### config.mk
export PLATFORM = sky130hd
export DESIGN_NAME = my_pecell_rst_seq
export DESIGN_NICKNAME = d
export VERILOG_FILES = /design/src/rtl/my_pecell_rst_seq.sv
export SDC_FILE = /design/constraint.sdc
export NUM_CORES = 1
export LEC_CHECK = 0
export CORE_MARGIN = 3
export CORE_UTILIZATION = 40
export DETAILED_ROUTE_END_ITERATION = 10
export PLACE_DENSITY_LB_ADDON = 0.1
export SLEW_MARGIN = 0
export SYNTH_ARGS = -nofsm -noshare
export SYNTH_HDL_FRONTEND = slang
export SYNTH_SLANG_ARGS = --single-unit
### constraint.sdc
create_clock -name clk -period 4.4 [get_ports clk]
set_input_delay 0.88 -clock clk [delete_from_list [all_inputs] [get_ports clk]]
set_output_delay 0.88 -clock clk [all_outputs]
set_load 0.02 [all_outputs]
### src/rtl/my_pecell_rst_seq.sv
// PE cell reset sequencer: synchronizes reset release, holds the PE in reset, runs init, then enables it.
// Optional RUN-cycle counter is built only when PECELL_CYCLE_CNT_EN is defined.
module my_pecell_rst_seq #(
  parameter int unsigned SYNC_STAGES  = 2,
  parameter int unsigned HOLD_CYCLES  = 16,
  parameter int unsigned INIT_TIMEOUT = 1024,
  parameter int unsigned CNT_W        = 32
) (
  input  logic             clk,
  input  logic             rst_n,
  input  logic             soft_rst_req,
  input  logic             init_done,
  output logic             pe_rst_n,
  output logic             pe_init_req,
  output logic             pe_en,
  output logic             seq_busy,
  output logic             init_err,
  output logic [CNT_W-1:0] cycle_cnt
);

  localparam int unsigned TW = 16;

  typedef enum logic [2:0] {
    ST_RST,
    ST_HOLD,
    ST_INIT,
    ST_RUN,
    ST_ERR
  } state_t;

  state_t                 state_q, state_d;
  logic [SYNC_STAGES-1:0] sync_q;
  logic                   rst_sync;
  logic [TW-1:0]          hold_q, hold_d;
  logic [TW-1:0]          tmo_q, tmo_d;
  logic                   err_d;
  logic                   pe_rst_n_d, pe_init_req_d, pe_en_d, seq_busy_d;

  // Reset-release synchronizer: shifts in ones after rst_n deasserts.
  always_ff @(posedge clk or negedge rst_n) begin
    if (!rst_n) sync_q <= '0;
    else        sync_q <= {sync_q[SYNC_STAGES-2:0], 1'b1};
  end

  assign rst_sync = sync_q[SYNC_STAGES-1];

  always_ff @(posedge clk or negedge rst_n) begin
    if (!rst_n) begin
      state_q     <= ST_RST;
      hold_q      <= '0;
      tmo_q       <= '0;
      init_err    <= 1'b0;
      pe_rst_n    <= 1'b0;
      pe_init_req <= 1'b0;
      pe_en       <= 1'b0;
      seq_busy    <= 1'b1;
    end else begin
      state_q     <= state_d;
      hold_q      <= hold_d;
      tmo_q       <= tmo_d;
      init_err    <= err_d;
      pe_rst_n    <= pe_rst_n_d;
      pe_init_req <= pe_init_req_d;
      pe_en       <= pe_en_d;
      seq_busy    <= seq_busy_d;
    end
  end

  // Next state plus outputs decoded from the next state so they move with the state.
  always_comb begin
    state_d = state_q;
    hold_d  = hold_q;
    tmo_d   = tmo_q;
    err_d   = init_err;
    case (state_q)
      ST_RST: begin
        if (rst_sync) begin
          state_d = ST_HOLD;
          hold_d  = '0;
        end
      end
      ST_HOLD: begin
        if (hold_q == TW'(HOLD_CYCLES - 1)) begin
          state_d = ST_INIT;
          tmo_d   = '0;
        end else begin
          hold_d = hold_q + TW'(1);
        end
      end
      ST_INIT: begin
        if (init_done) begin
          state_d = ST_RUN;
        end else if (tmo_q == TW'(INIT_TIMEOUT - 1)) begin
          state_d = ST_ERR;
          err_d   = 1'b1;
        end else begin
          tmo_d = tmo_q + TW'(1);
        end
      end
      ST_RUN: begin
        if (soft_rst_req) begin
          state_d = ST_HOLD;
          hold_d  = '0;
        end
      end
      ST_ERR: begin
        if (soft_rst_req) begin
          state_d = ST_HOLD;
          hold_d  = '0;
          err_d   = 1'b0;
        end
      end
      default: state_d = ST_RST;
    endcase

    pe_rst_n_d    = (state_d != ST_RST) && (state_d != ST_HOLD);
    pe_init_req_d = (state_d == ST_INIT);
    pe_en_d       = (state_d == ST_RUN);
    seq_busy_d    = (state_d != ST_RUN) && (state_d != ST_ERR);
  end

`ifdef PECELL_CYCLE_CNT_EN
  // Counts cycles spent in RUN; wraps naturally and clears only on rst_n.
  always_ff @(posedge clk or negedge rst_n) begin
    if (!rst_n)                 cycle_cnt <= '0;
    else if (state_q == ST_RUN) cycle_cnt <= cycle_cnt + CNT_W'(1);
  end
`else
  assign cycle_cnt = '0;
`endif

endmodule

* Word level (Yosys, flattened, before mapping)
Cells that the tools add are included.
Word-level totals: input bits 4, output and inout bits 37, logic and storage cells 59, flip-flop bits (word level) 42
Operators by class: mux-type cells 18, reductions and logical operators 11, $add $sub $neg 2, equality and inequality tests 19
Operator list (count):
- 16-bit 2-to-1 mux | 6
- 16-bit case mux with 3 select lines | 1
- 16-bit by 1-bit adder with 16-bit output, second input constant | 2
- 16-bit case mux with 2 select lines | 1
- 16-bit by 10-bit equality test with 1-bit output, second input constant | 1
- 16-bit by 4-bit equality test with 1-bit output, second input constant | 1
- 3-bit 2-to-1 mux | 5
- 2-bit != test, second input constant | 7
- 3-bit by 2-bit equality test with 1-bit output, second input constant | 4
- 3-bit case mux with 4 select lines | 1
- 4-bit AND reduction | 3
- 3-bit nonzero test | 2
- 2-bit nonzero test | 2
- 3-bit by 1-bit equality test with 1-bit output, second input constant | 1
- 3-bit equality test, second input constant | 1
- 3-bit logical NOT | 1
- 1-bit 2-to-1 mux | 3
- 3-bit by 1-bit != test with 1-bit output, second input constant | 1
- 3-bit by 2-bit != test with 1-bit output, second input constant | 1
- 3-bit != test, second input constant | 1
- 1-bit logical AND | 2
- 2-bit by 1-bit != test with 1-bit output, second input constant | 1
- 1-bit case mux with 2 select lines | 1
- 2-bit OR reduction | 1

* Longest topological paths before layout
depth after elaboration 6, gate-level depth with buffers 9, gate-level depth less buffers 8

* Worst setup path after synthesis
OpenSTA, ideal clock, no wires.
path type input -> register, from input port soft_rst_req, to register tmo_q[14], setup time 0.132 ns, buffers on the path 2, path slack 2.144 ns, stages on the path 8, arrival time 2.125 ns, data required time 4.268 ns, cell sequence mux2i_1 > o32ai_1 > a21oi_1 > buf_4 > buf_2 > o211ai_1 > o211ai_1 > o31ai_1
RTL lines:
- start, declared | RTL line 11 | input logic soft_rst_req,
- end signal, assigned | RTL line 60 | tmo_q <= tmo_d;
- end, declared | RTL line 35 | logic [TW-1:0] tmo_q, tmo_d;

==> metrics.log <==
[metrics] outcome: finished clean
[metrics] setup repair after global routing missed its margin: no
[metrics] number of buffers added for setup after CTS: 0
[metrics] maximum clock skew at final layout: 0.0120 ns
[metrics] Synth async-reset ratio: 1.00
[metrics] number of synthesized register bits: 42
[metrics] Syn Std Cell Area: 2490 µm²
[metrics] hold buffers post-CTS: 0
[metrics] TritonCTS clock tree: built
[metrics] count of standard-cell rows: 28
[metrics] routability congestion estimate: 0.836
[metrics] largest fanout of any net on the critical path: 15
[metrics] full die area: 7210 µm²
[metrics] wirelength, routed: 4900 µm
[metrics] layout cells sized above 1: 0.0800
[metrics] endpoint kind of the worst setup timing path: register
[metrics] post-layout min period: 2.95 ns
[metrics] average footprint of a synthesized cell: 9.33 µm²
[metrics] most common library cell in the layout ignoring fill and taps: sky130_fd_sc_hd__dfrtp_1
[metrics] total power: 1.10 mW
[metrics] Antenna Nets Post-Route: 0
[metrics] Synth Flop Type: sky130_fd_sc_hd__dfrtp_1
[metrics] H-Tree Depth: 2
[metrics] initial antenna violation count: 0
[metrics] GRT Util Overall: 0.142
[metrics] Reg clk slew, reported paths: 0.08 ns
[metrics] # fillers: 623
[metrics] pin count of the biggest net entering global routing: 43
[metrics] number of hold violations in the final report: 0
[metrics] count of final setup violators: 0
[metrics] Critical Path, Cell by Cell: clkdlybuf4s50_1 -> nand2b_1 -> a21oi_1 -> o31a_1 -> buf_4 -> o21ai_0 -> or4_1 -> nand2_1
[metrics] path class of the lowest-slack min-delay path: register to register
[metrics] total area of multi-input combinational cells: 1240 µm²
[metrics] most used cells in the layout excluding fill and tap cells: 41 x sky130_fd_sc_hd__dfrtp_1, 33 x sky130_fd_sc_hd__nor2_1, 33 x sky130_fd_sc_hd__conb_1
[metrics] delay contributed by the slowest stage of the critical path: 0.48 ns
[metrics] sequential cell area fraction in the yosys report: 0.423
[metrics] sink count of the clock tree: 42
[metrics] Avg Vias per Cell: 4.98
[metrics] source-to-sink clock delay at the later pin of the worst-skew pair: 0.29 ns
[metrics] Max clock buf depth: 2
[metrics] slowest cell on the critical path: sky130_fd_sc_hd__clkdlybuf4s50_1
[metrics] vias after detailed routing: 1742
[metrics] number of primary I/O pins: 41
[metrics] HPWL after detailed placement: 3450 µm
[metrics] post-synthesis instance total: 267
[metrics] CTS Buf Count: 5
[metrics] Port Buffer Count: 8
[metrics] sequential cell area: 1050 µm²
[metrics] Die H: 84.9 µm
[metrics] Area Growth Syn to Fin: 4.22%
[metrics] Fin Setup TNS: 0 ns
[metrics] number of instances resized during post-cts repair: 0
[metrics] Crit path required time: 4.64 ns
[metrics] detailed route wirelength on metal2: 2080 µm
[metrics] Crit Path Class: primary input to register
[metrics] family with the most delay on the worst path: compound AO/OA/AOI/OAI gates
[metrics] Cell Pwr Density: 423 nW/µm²
[metrics] Slew @ Worst Pin: 1.01 ns
[metrics] Clock Root Buffer: sky130_fd_sc_hd__clkbuf_8
[metrics] WL per Instance: 14.0 µm
[metrics] Core Footprint: 5990 µm²
[metrics] max_cap viols: 0
[metrics] warnings from Yosys: 0
[metrics] worst path buffer plus inverter count: 2
[metrics] effective utilization at floorplan: 0.416
[metrics] number of design rule violations left after detail routing: 0
[metrics] arrival time worst endpoint: 3.18 ns
[metrics] startpoint type of the worst setup path: primary input
[metrics] WL met1: 2550 µm
[metrics] Detailed Routing Iterations Pass 1: 4
[metrics] net count reported at finish: 280
[metrics] final max-slew violation count: 0
[metrics] period utilization: 0.670
[metrics] post-synthesis cell type count: 51
[metrics] total met3 wirelength after detailed routing: 229 µm
[metrics] overall die width: 84.9 µm
[metrics] Fmax: 339 MHz
[metrics] drt first-iter violations: 96
[metrics] count of flip-flops with a built-in enable after synthesis: 0
[metrics] Leakage: 1.16 nW
[metrics] via count of the first global-routing pass: 1649
[metrics] uppermost metal layer occupied by signal nets: met4
[metrics] total congestion overflow: 0
[metrics] worst slew slack as a fraction of its limit: 0.321
[metrics] antenna fix cells: 0
[metrics] global-route wire length before repair: 8240 µm
[metrics] worst supply voltage drop on vdd: 0.000212 V
-- worst register-to-register path, delay by kind of cell, from the launching register on --
kind	cells	cell delay (ns)
DFF	1	0.39
buffers and inverters	1	0.24
adders and majority gates	1	0.19
AOI/OAI and AO/OA	2	0.49
and+or+nand+nor	4	1.28
-- sequential cells by signal, summed over array words and instances, names as in the netlist --
register	flops
init_err	1
pe_init_req	1
hold_q	16
pe_rst_n	1
state_q	3
tmo_q	16
seq_busy	1
pe_en	1
sync_q	2
-- logic make-up (layout without fill, tap and decap cells) --
group	count (synthesis)	in the layout	synth area share
XOR/XNOR	21	21	0.0739
adder cells (fa/ha/maj)	2	2	0.0100
buffers and inverters	48	25	0.129
flip-flops	42	42	0.423
AO/OA/AOI/OAI	36	36	0.0985
AND/OR/NAND/NOR	114	114	0.255
multiplexers	2	2	0.00804
other	2	33	0.00302
-- cell usage after synthesis, types with 2 or more instances --
cell | n | area, µm²
sky130_fd_sc_hd__nor2_1 | 33 | 124
sky130_fd_sc_hd__and3_1 | 6 | 37.5
sky130_fd_sc_hd__conb_1 | 2 | 7.51
sky130_fd_sc_hd__nand2_1 | 21 | 78.8
sky130_fd_sc_hd__xor2_1 | 6 | 52.6
sky130_fd_sc_hd__o21ai_0 | 6 | 30.0
sky130_fd_sc_hd__o31ai_1 | 2 | 15.0
sky130_fd_sc_hd__nor4_1 | 7 | 43.8
sky130_fd_sc_hd__nor4_4 | 2 | 42.5
sky130_fd_sc_hd__nand3_1 | 6 | 30.0
sky130_fd_sc_hd__buf_4 | 33 | 248
sky130_fd_sc_hd__nand2b_1 | 4 | 25.0
sky130_fd_sc_hd__xnor2_1 | 15 | 131
sky130_fd_sc_hd__dfrtp_1 | 41 | 1030
sky130_fd_sc_hd__and4_1 | 2 | 17.5
sky130_fd_sc_hd__nand4_1 | 9 | 56.3
sky130_fd_sc_hd__nor3_2 | 2 | 20.0
sky130_fd_sc_hd__mux2i_1 | 2 | 20.0
sky130_fd_sc_hd__or3_1 | 3 | 18.8
sky130_fd_sc_hd__a21oi_1 | 7 | 35.0
sky130_fd_sc_hd__inv_1 | 6 | 22.5
sky130_fd_sc_hd__nor3_1 | 4 | 20.0
sky130_fd_sc_hd__or4_1 | 2 | 15.0
sky130_fd_sc_hd__buf_6 | 2 | 22.5
sky130_fd_sc_hd__and2_1 | 2 | 12.5
sky130_fd_sc_hd__clkbuf_1 | 6 | 22.5
sky130_fd_sc_hd__o211ai_1 | 6 | 45.0
sky130_fd_sc_hd__ha_1 | 2 | 25.0
sky130_fd_sc_hd__a31oi_1 | 2 | 12.5
sky130_fd_sc_hd__or2_2 | 3 | 18.8
sky130_fd_sc_hd__o2111ai_1 | 3 | 26.3
-- layout make-up --
| class | count | area share |
|---|---|---|
| timing repair buffer | 11 | 0.0376 |
| clock inverter | 1 | 0.00193 |
| inverter | 6 | 0.00868 |
| tap | 75 | 0.0362 |
| clock buffer | 7 | 0.0333 |
| multi-input combinational | 208 | 0.477 |
| sequential | 42 | 0.405 |
-- metal layers --
| metal | vias up | GRT usage |
|---|---|---|
| li1 | 879 | - |
| met3 | 4 | 0.0408 |
| met4 | 0 | 0.0345 |
| met5 | - | 0 |
| met1 | 817 | 0.213 |
| met2 | 42 | 0.202 |
-- final timing paths --
kind,startpoint,endpoint,slack [ns],cells after the start
setup / recovery,soft_rst_req,tmo_q[0],1.45,8
hold / removal,sync_q[0],sync_q[1],0.35,0
setup reg to reg,tmo_q[0],hold_q[15],1.68,8
hold reg to reg,sync_q[0],sync_q[1],0.35,0
max in group asynchronous,rst_n,tmo_q[4],3.07,1
min in group asynchronous,rst_n,hold_q[7],0.73,1
-- per-stage QoR --
stage | util | area [µm²] | instances | worst slack (ns) | hold slack [ns]
after floorplan | - | 2610 | 298 | 2.14 | 0.331
after global placement | 0.418 | 2500 | 342 | 1.24 | 0.334
after detailed placement | 0.418 | 2500 | 342 | 1.14 | 0.335
after CTS | 0.433 | 2590 | 350 | 1.48 | 0.357
after global routing | 0.433 | 2590 | 350 | 1.31 | 0.355
final | 0.433 | 2590 | 350 | 1.45 | 0.349
-- where the power goes --
| part | internal, mW | switching, mW | total [mW] |
|---|---|---|---|
| sequential | 0.439 | 0.0647 | 0.503 |
| clock | 0.127 | 0.132 | 0.259 |
| combinational | 0.111 | 0.223 | 0.335 |
| total | 0.677 | 0.421 | 1.10 |
Note: power is estimated with default switching activity, not from simulation.
